**src/rtl/spi_master_engine.sv**
```systemverilog
// rtl/spi_master_engine.sv - single-slave SPI master shift engine, all CPOL/CPHA modes
// Config and TX byte are shadowed at start so register writes mid-byte never disturb the wire.
module spi_master_engine #(
  parameter int D_WIDTH   = 8,
  parameter int DIV_WIDTH = 8
) (
  input  logic                 clk,
  input  logic                 reset,
  input  logic                 enable,
  input  logic                 cpol,
  input  logic                 cpha,
  input  logic                 cont,
  input  logic [DIV_WIDTH-1:0] clk_div,
  input  logic [D_WIDTH-1:0]   tx_data,
  input  logic                 miso,
  output logic                 sclk,
  output logic                 mosi,
  output logic                 ss_n,
  output logic                 busy,
  output logic [D_WIDTH-1:0]   rx_data,
  output logic                 done
);

  localparam int EW = $clog2(2 * D_WIDTH);
  localparam logic [EW-1:0]        LAST_EDGE = EW'(2 * D_WIDTH - 1);
  localparam logic [EW-1:0]        EDGE_ONE  = EW'(1);
  localparam logic [DIV_WIDTH-1:0] DIV_ONE   = DIV_WIDTH'(1);

  typedef enum logic [1:0] {IDLE, XFER, LAST} state_t;

  state_t state, state_next;

  logic                 cpol_q;
  logic                 cpha_q;
  logic [DIV_WIDTH-1:0] div_q;
  logic [DIV_WIDTH-1:0] div_cnt;
  logic [EW-1:0]        edge_cnt;
  logic [D_WIDTH-1:0]   tx_shift;
  logic [D_WIDTH-1:0]   rx_shift;

  logic load;
  logic tick;
  logic finish;
  logic leading;
  logic sample_edge;
  logic shift_edge;

  always_ff @(posedge clk or posedge reset) begin
    if (reset) state <= IDLE;
    else       state <= state_next;
  end

  always_comb begin
    state_next = state;
    load       = 1'b0;
    tick       = 1'b0;
    finish     = 1'b0;
    case (state)
      IDLE: begin
        if (enable) begin
          load       = 1'b1;
          state_next = XFER;
        end
      end
      XFER: begin
        if (div_cnt == div_q) begin
          tick = 1'b1;
          if (edge_cnt == LAST_EDGE) state_next = LAST;
        end
      end
      LAST: begin
        finish = 1'b1;
        if (cont && enable) begin
          load       = 1'b1;
          state_next = XFER;
        end else begin
          state_next = IDLE;
        end
      end
      default: state_next = IDLE;
    endcase
  end

  // edge_cnt counts edges already made, so an even count means the next edge is leading
  assign leading     = ~edge_cnt[0];
  assign sample_edge = tick && (leading ^ cpha_q);
  assign shift_edge  = tick && (cpha_q ? leading : (!leading && edge_cnt != LAST_EDGE));

  always_ff @(posedge clk or posedge reset) begin
    if (reset) begin
      sclk     <= 1'b0;
      mosi     <= 1'b0;
      ss_n     <= 1'b1;
      busy     <= 1'b0;
      done     <= 1'b0;
      rx_data  <= '0;
      cpol_q   <= 1'b0;
      cpha_q   <= 1'b0;
      div_q    <= '0;
      div_cnt  <= '0;
      edge_cnt <= '0;
      tx_shift <= '0;
      rx_shift <= '0;
    end else begin
      done <= finish;
      if (finish) rx_data <= rx_shift;

      if (load) begin
        cpol_q   <= cpol;
        cpha_q   <= cpha;
        div_q    <= clk_div;
        div_cnt  <= '0;
        edge_cnt <= '0;
        tx_shift <= tx_data;
        rx_shift <= '0;
        sclk     <= cpol;
        ss_n     <= 1'b0;
        busy     <= 1'b1;
        mosi     <= cpha ? 1'b0 : tx_data[D_WIDTH-1];
      end else if (state == IDLE) begin
        sclk <= cpol;
        mosi <= 1'b0;
        ss_n <= 1'b1;
        busy <= 1'b0;
      end else if (state == LAST) begin
        sclk <= cpol_q;
        mosi <= 1'b0;
        ss_n <= 1'b1;
        busy <= 1'b0;
      end else begin
        div_cnt <= tick ? '0 : div_cnt + DIV_ONE;
        if (tick) begin
          sclk     <= ~sclk;
          edge_cnt <= edge_cnt + EDGE_ONE;
        end
        if (sample_edge) rx_shift <= {rx_shift[D_WIDTH-2:0], miso};
        // cpha=1 drives the current MSB; cpha=0 already shows it and advances to the next bit
        if (shift_edge) begin
          mosi     <= cpha_q ? tx_shift[D_WIDTH-1] : tx_shift[D_WIDTH-2];
          tx_shift <= tx_shift << 1;
        end
      end
    end
  end

endmodule
```
**config.mk**
```make
export PLATFORM = sky130hd
export DESIGN_NAME = spi_master_engine
export DESIGN_NICKNAME = d
export VERILOG_FILES = /design/src/rtl/spi_master_engine.sv
export SDC_FILE = /design/constraint.sdc
export NUM_CORES = 1
export LEC_CHECK = 0
export CAP_MARGIN = 20
export CORE_ASPECT_RATIO = 0.7
export CORE_MARGIN = 8
export CORE_UTILIZATION = 42
export CTS_CLUSTER_DIAMETER = 30
export CTS_CLUSTER_SIZE = 8
export DETAILED_ROUTE_END_ITERATION = 10
export GPL_ROUTABILITY_DRIVEN = 1
export GPL_TIMING_DRIVEN = 0
export PLACE_DENSITY_LB_ADDON = 0.1
export SLEW_MARGIN = 20
export SYNTH_ARGS = -nofsm -noshare
export SYNTH_HDL_FRONTEND = slang
export SYNTH_SLANG_ARGS = --single-unit
```
**constraint.sdc**
```tcl
create_clock -name clk -period 2.2 [get_ports clk]
set_input_delay 0.44 -clock clk [delete_from_list [all_inputs] [get_ports clk]]
set_output_delay 0.44 -clock clk [all_outputs]
set_load 0.03 [all_outputs]
```
# ---- After elaboration in Yosys (flattened, before gate mapping)
# Index checks and enable logic that the tools add are counted.
dict set report word_totals {
  ff_bits 53
  output_inout_bits 13
  wordCells 89
}
dict set report op_classes {
  addsub 2
  n_eq_ne 10
  mux 44
  n_bitwise 3
  n_reduce_logical 16
}
# op n
set ops {}
lappend ops {{8-bit 2-to-1 mux} 12}
lappend ops {{1-bit 2-to-1 mux} 23}
lappend ops {{4-bit 2-to-1 mux} 4}
lappend ops {{3-bit AND reduction} 4}
lappend ops {{2-bit inequality test, second input constant} 5}
lappend ops {{8-bit by 1-bit adder with 8-bit output, second input constant} 1}
lappend ops {{8-bit == test} 1}
lappend ops {{4-bit nonzero test} 2}
lappend ops {{2-bit 2-to-1 mux} 3}
lappend ops {{2-bit one-hot mux with 3 select lines} 1}
lappend ops {{2-bit nonzero test} 3}
lappend ops {{4-bit by 1-bit adder with 4-bit output, second input constant} 1}
lappend ops {{4-bit == test, second input constant} 1}
lappend ops {{1-bit logical AND} 4}
lappend ops {{4-bit inequality test, second input constant} 1}
lappend ops {{3-bit nonzero test} 1}
lappend ops {{2-bit by 1-bit == test with 1-bit output, second input constant} 1}
lappend ops {{2-bit == test, second input constant} 1}
lappend ops {{2-bit logical NOT} 1}
lappend ops {{1-bit inverter} 2}
lappend ops {{1-bit one-hot mux with 2 select lines} 1}
lappend ops {{2-bit AND reduction} 1}
lappend ops {{1-bit XOR} 1}

# ---- Logic depth before layout (Yosys ltp)
dict set report logic_depth {
  ltp_word 8
  ltp_mapped 6
}

# ---- Least setup slack after synthesis
# OpenSTA, ideal clock, no wires.
dict set report synth_path {
  path_kind {reg2reg}
  startpoint {reg div_cnt[2]}
  endpoint {reg edge_cnt[3]}
  arrival_time_ns 1.856
  setup_slack_ns 0.266
  path_stages_with_launch 7
  path_buffers 1
  cell_sequence {dfrtp_1 buf_6 xnor2_2 nand4_4 or4_4 or3_1 a21oi_1}
}
dict set report synth_between {
  elab_chain_len 5
}
# item line
set synth_lines {}
lappend synth_lines {{from (decl)} 36} ;# logic [DIV_WIDTH-1:0] div_cnt;
lappend synth_lines {{from (signal assigned)} 131} ;# div_cnt <= tick ? '0 : div_cnt + DIV_ONE;
lappend synth_lines {{8-bit == test} 66} ;# if (div_cnt == div_q) begin
lappend synth_lines {{1-bit 2-to-1 mux} 66}
lappend synth_lines {{1-bit 2-to-1 mux} 58} ;# case (state)
lappend synth_lines {{2-bit nonzero test (no source line)} --}
lappend synth_lines {{3-bit AND reduction (no source line)} --}
lappend synth_lines {{to (signal assigned)} 134} ;# edge_cnt <= edge_cnt + EDGE_ONE;
lappend synth_lines {{to (decl)} 37} ;# logic [EW-1:0] edge_cnt;
# No other way between the ends.
# A chain may end at the register's enable or synchronous reset.

# ---- Worst setup path in the final report
# Ends and elaborated chain as after synthesis.

==> results.md <==
Outcome:
- The run finished with clean final reports.

Setup path:
- The worst flop-to-flop path startpoint is div_cnt[2].
- The reg-to-reg setup timing slack is 100 ps.
- The worst-case reg-to-reg path depth is 6.
- The worst setup path is captured at a flop.
- For the worst setup path, the data arrival time is 2330 ps.
- Data on the critical path is required at its endpoint by ~2400 ps.
- The worst setup path startpoint is div_cnt[2].
- The worst register-to-register path ends at edge_cnt[3].
- The worst setup path is of the flop to flop kind.
- The worst setup path is launched from a flop.
- The maximum fanout along the worst path is 7.

Hold path:
- The tightest min-delay check is of the flop to flop type.
- Counting instances, the worst hold path has a depth of 2.
- The worst hold path terminates at rx_data[1].
- The startpoint of the tightest hold check path is rx_shift[1].

STA:
- On the final layout, the worst clock skew is between 10 and 15 ps.
- The final count of pins violating max slew is 0.
- The minimum hold slack is 455 ps.
- The shortest period the worst path allows is 2100 ps.
- The worst path meets setup with approximately 95 ps of slack.
- The sum of negative setup slack is 0 ps.
- Setup repair after global routing left no endpoint under its margin.
- The final count of negative-setup-slack endpoints is 0.
- In this run the tightest slew margin relative to its limit is 0.564.
- The number of hold-slack violations in the final timing report came to 0.
- At the pin with the least slew margin, the transition time is approximately 650 ps.
- Dividing the final minimum period by the clock period gives 0.957.
- The maximum operating frequency is between 0.4 and 0.5 GHz.

Final layout:
- The final layout contains 317 nets.
- In the final layout, the multi-input gates occupy between 1000 and 1500 sq um.
- Relative to the synthesized area, the layout overhead comes to 24.2%.
- The number of inserted diodes is 0.
- The most common cell after layout, fill and taps aside is sky130_fd_sc_hd__nand2_1.
- The flip-flop and latch area is between 1000 and 1500 sq um.
- Of the cells placed in the final design, the portion with a size suffix greater than 1 is 0.0819.
- The top cell types in the final layout, fill and taps aside, are 76 x sky130_fd_sc_hd__nand2_1, 52 x sky130_fd_sc_hd__dfrtp_1, 35 x sky130_fd_sc_hd__clkdlybuf4s50_1, 17 x sky130_fd_sc_hd__mux2i_1, 16 x sky130_fd_sc_hd__nor2_1.
- Leaving out filler cells and counting taps, the final layout contains ~370.
- Fill cells in the final layout number roughly 550.

Clock tree:
- Clock tree synthesis inserted a total of 5 buffers.
- The clock net in this run drives a total of 53 sinks.
- The clock tree synthesis step divided the H-tree into 2 levels.
- The number of hold-repair buffers added at the cts stage is 0.
- The largest buffer count on any clock path is 2.
- In this run the clock root is driven by a sky130_fd_sc_hd__clkbuf_8.
- TritonCTS built the clock tree.
- The clock reaches the later pin of the worst-skew pair after 300 ps.
- The clock transition at the register clock pins on the worst setup and hold paths after CTS is approximately 100 ps.

Global route:
- The total global routing overflow is 0.
- Entering global routing, the biggest net connects 54 pins.
- Across every metal layer, demand over resource in global routing totals 0.131.
- The initial antenna violation count was 0.
- The first global-routing pass estimated roughly 9000 um of wire.
- The number of global-route vias before repair came to roughly 1800.

Drt:
- The mean number of vias per cell is 4.90.
- The number of antenna-violating nets in the routed design is 0.
- After the first detailed-routing iteration, the DRC count stood at 65.
- For this run, design rule violations remaining after detail routing come to 0.
- The total vias in the final route is around 1800.
- The number of iterations in the first detailed-routing pass is 4.
- The wire length per cell is roughly 14 um.
- The final layout contains routed wiring with a total length of between 5000 and 6000 um.

Placed design:
- The HPWL after detailed placement is approximately 3700 um.
- The routability congestion estimate from global placement is ~0.77.
- Prior to clock tree synthesis, the placed netlist has a worst setup slack of -228 ps.
- The count of buffers from port buffering is 35.
- The number of cells in the design after placement is ~360.

Synth:
- The net count of the mapped netlist is around 270.
- The count of distinct cell types in the synthesized netlist is 36.
- Counting flops with an async set or reset pin after synthesis yields a share of 1.00.
- The synthesized design contains 0 enable-type register cells.
- During synthesis, Yosys emitted a total of 0 warnings.
- The average cell area after synthesis is between 9 and 10 sq um.
- The synthesized netlist cell count is 249.
- The most common flop cell mapped by yosys is sky130_fd_sc_hd__dfrtp_1.
- The post-synthesis instance area is about 2400 sq um.
- The post-synthesis register bit count is 53.
- Of the synthesized area, sequential elements account for 0.544.

Floorplanning:
- The vertical die dimension is approximately 80 um.
- The standard cell core area is around 5700 sq um.
- Row generation in the floorplan step produced 23 rows.
- The overall die width is approximately 110 um.
- For this configuration, the core starts out at a cell density of 0.431.
- The number of top-level design ports is 36.
- The die covers around 8500 sq um.

Power:
- The switching portion of total power is 0.370.
- The leakage component of the power is ~1.4 nW.
- The worst supply voltage drop on vdd is 457 uV.
- The post-layout total power is around 3.5 mW.
- For this design the total switching power over the nets is between 1 and 1.5 mW.
- The part of the power in registers is 0.446.
- Of the total power, the clock network draws 0.182.
- Internal power comes to 2.23 mW.
- The portion of total power attributed to combinational logic is 0.371.
- In this run the power density over the cells is approximately 1200 nW/um^2.

Job:
- The number of maximum-capacitance constraint violations is 0.
==> worst max-delay path, stage by stage, from the launching register on <==
cell and delay, ps:
sky130_fd_sc_hd__dfrtp_1 400, sky130_fd_sc_hd__buf_6 140, sky130_fd_sc_hd__xnor2_2 200, sky130_fd_sc_hd__nand4_4 180
sky130_fd_sc_hd__or4_4 600, sky130_fd_sc_hd__or3_1 370, sky130_fd_sc_hd__a21oi_1 140
==> registers in the layout, indices dropped and copies added (netlist names) <==
name / flops
rx_data: 8
busy: 1
tx_shift: 8
cpol_q: 1
ss_n: 1
div_q: 8
done: 1
sclk: 1
state: 2
edge_cnt: 4
cpha_q: 1
mosi: 1
rx_shift: 8
div_cnt: 8
==> power by group through the flow <==
stage | Combinational (mW) | Clock [mW] | Sequential (mW)
after detailed placement | 1.31 | 0 | 1.60
after global routing | 1.49 | 0.697 | 1.64
final | 1.32 | 0.646 | 1.58
after CTS | 1.31 | 0.666 | 1.58
after global placement | 1.27 | 0 | 1.59
after floorplan | 0.936 | 0 | 1.60
==> how the worst max path moves through the flow <==
stage	end	depth (start not counted)
after floorplan	edge_cnt[3]	6
after global placement	tx_shift[4]	2
after detailed placement	edge_cnt[1]	5
after CTS	tx_shift[4]	5
after global routing	edge_cnt[3]	6
final	edge_cnt[3]	6
==> Yosys cell counts, drive strengths merged, types with 3 or more instances <==
cell / n / area, sq um
a21oi: 11 / 55.1
buf: 3 / 20.0
clkbuf: 4 / 15.0
dfrtp: 52 / 1300
inv: 6 / 22.5
mux2i: 17 / 170
nand2: 77 / 289
nand3: 3 / 15.0
nand4: 8 / 65.1
nor2: 16 / 60.1
nor3: 6 / 35.0
o21ai: 8 / 40.0
or3: 3 / 18.8
xnor2: 10 / 103
xor2: 5 / 43.8
==> stage by stage <==
stage | util | area (sq um)
CTS | 0.528 | 3000
global route | 0.535 | 3030
detailed placement | 0.509 | 2890
global placement | 0.509 | 2890
finish | 0.535 | 3030
floorplan | - | 2440
==> routing by layer <==
metal  up-vias  GRT usage  wire, um
met1       857      0.194      2700
li1        917          -         -
met5         -          0         0
met4         0     0.0294        27
met2        29      0.184      2180
met3         2     0.0355       252
==> cells by family (layout without fill, tap and decap cells) <==
family,Yosys count,count (layout),synth area share
buffers and inverters,14,58,0.0251
flip-flops,53,53,0.544
adder cells (fa/ha/maj),2,2,0.0102
multiplexers,17,17,0.0697
AO/OA/AOI/OAI,24,24,0.0548
XOR/XNOR,15,15,0.0600
AND/OR/NAND/NOR,124,124,0.236
==> final cells by class <==
class | instances | share of cell area
Clock inverter | 2 | 0.0116
Multi-Input combinational cell | 182 | 0.352
Buffer | 7 | 0.0124
Clock buffer | 6 | 0.0239
Inverter | 7 | 0.00949
Tap cell | 75 | 0.0309
Timing Repair Buffer | 36 | 0.122
Sequential cell | 53 | 0.438
==> repair_timing <==
item	CTS	global route
endpoints found under the setup margin	0	30
gates resized for setup	0	6
buffers inserted	0	1
Power figures use the tool's default switching activity.
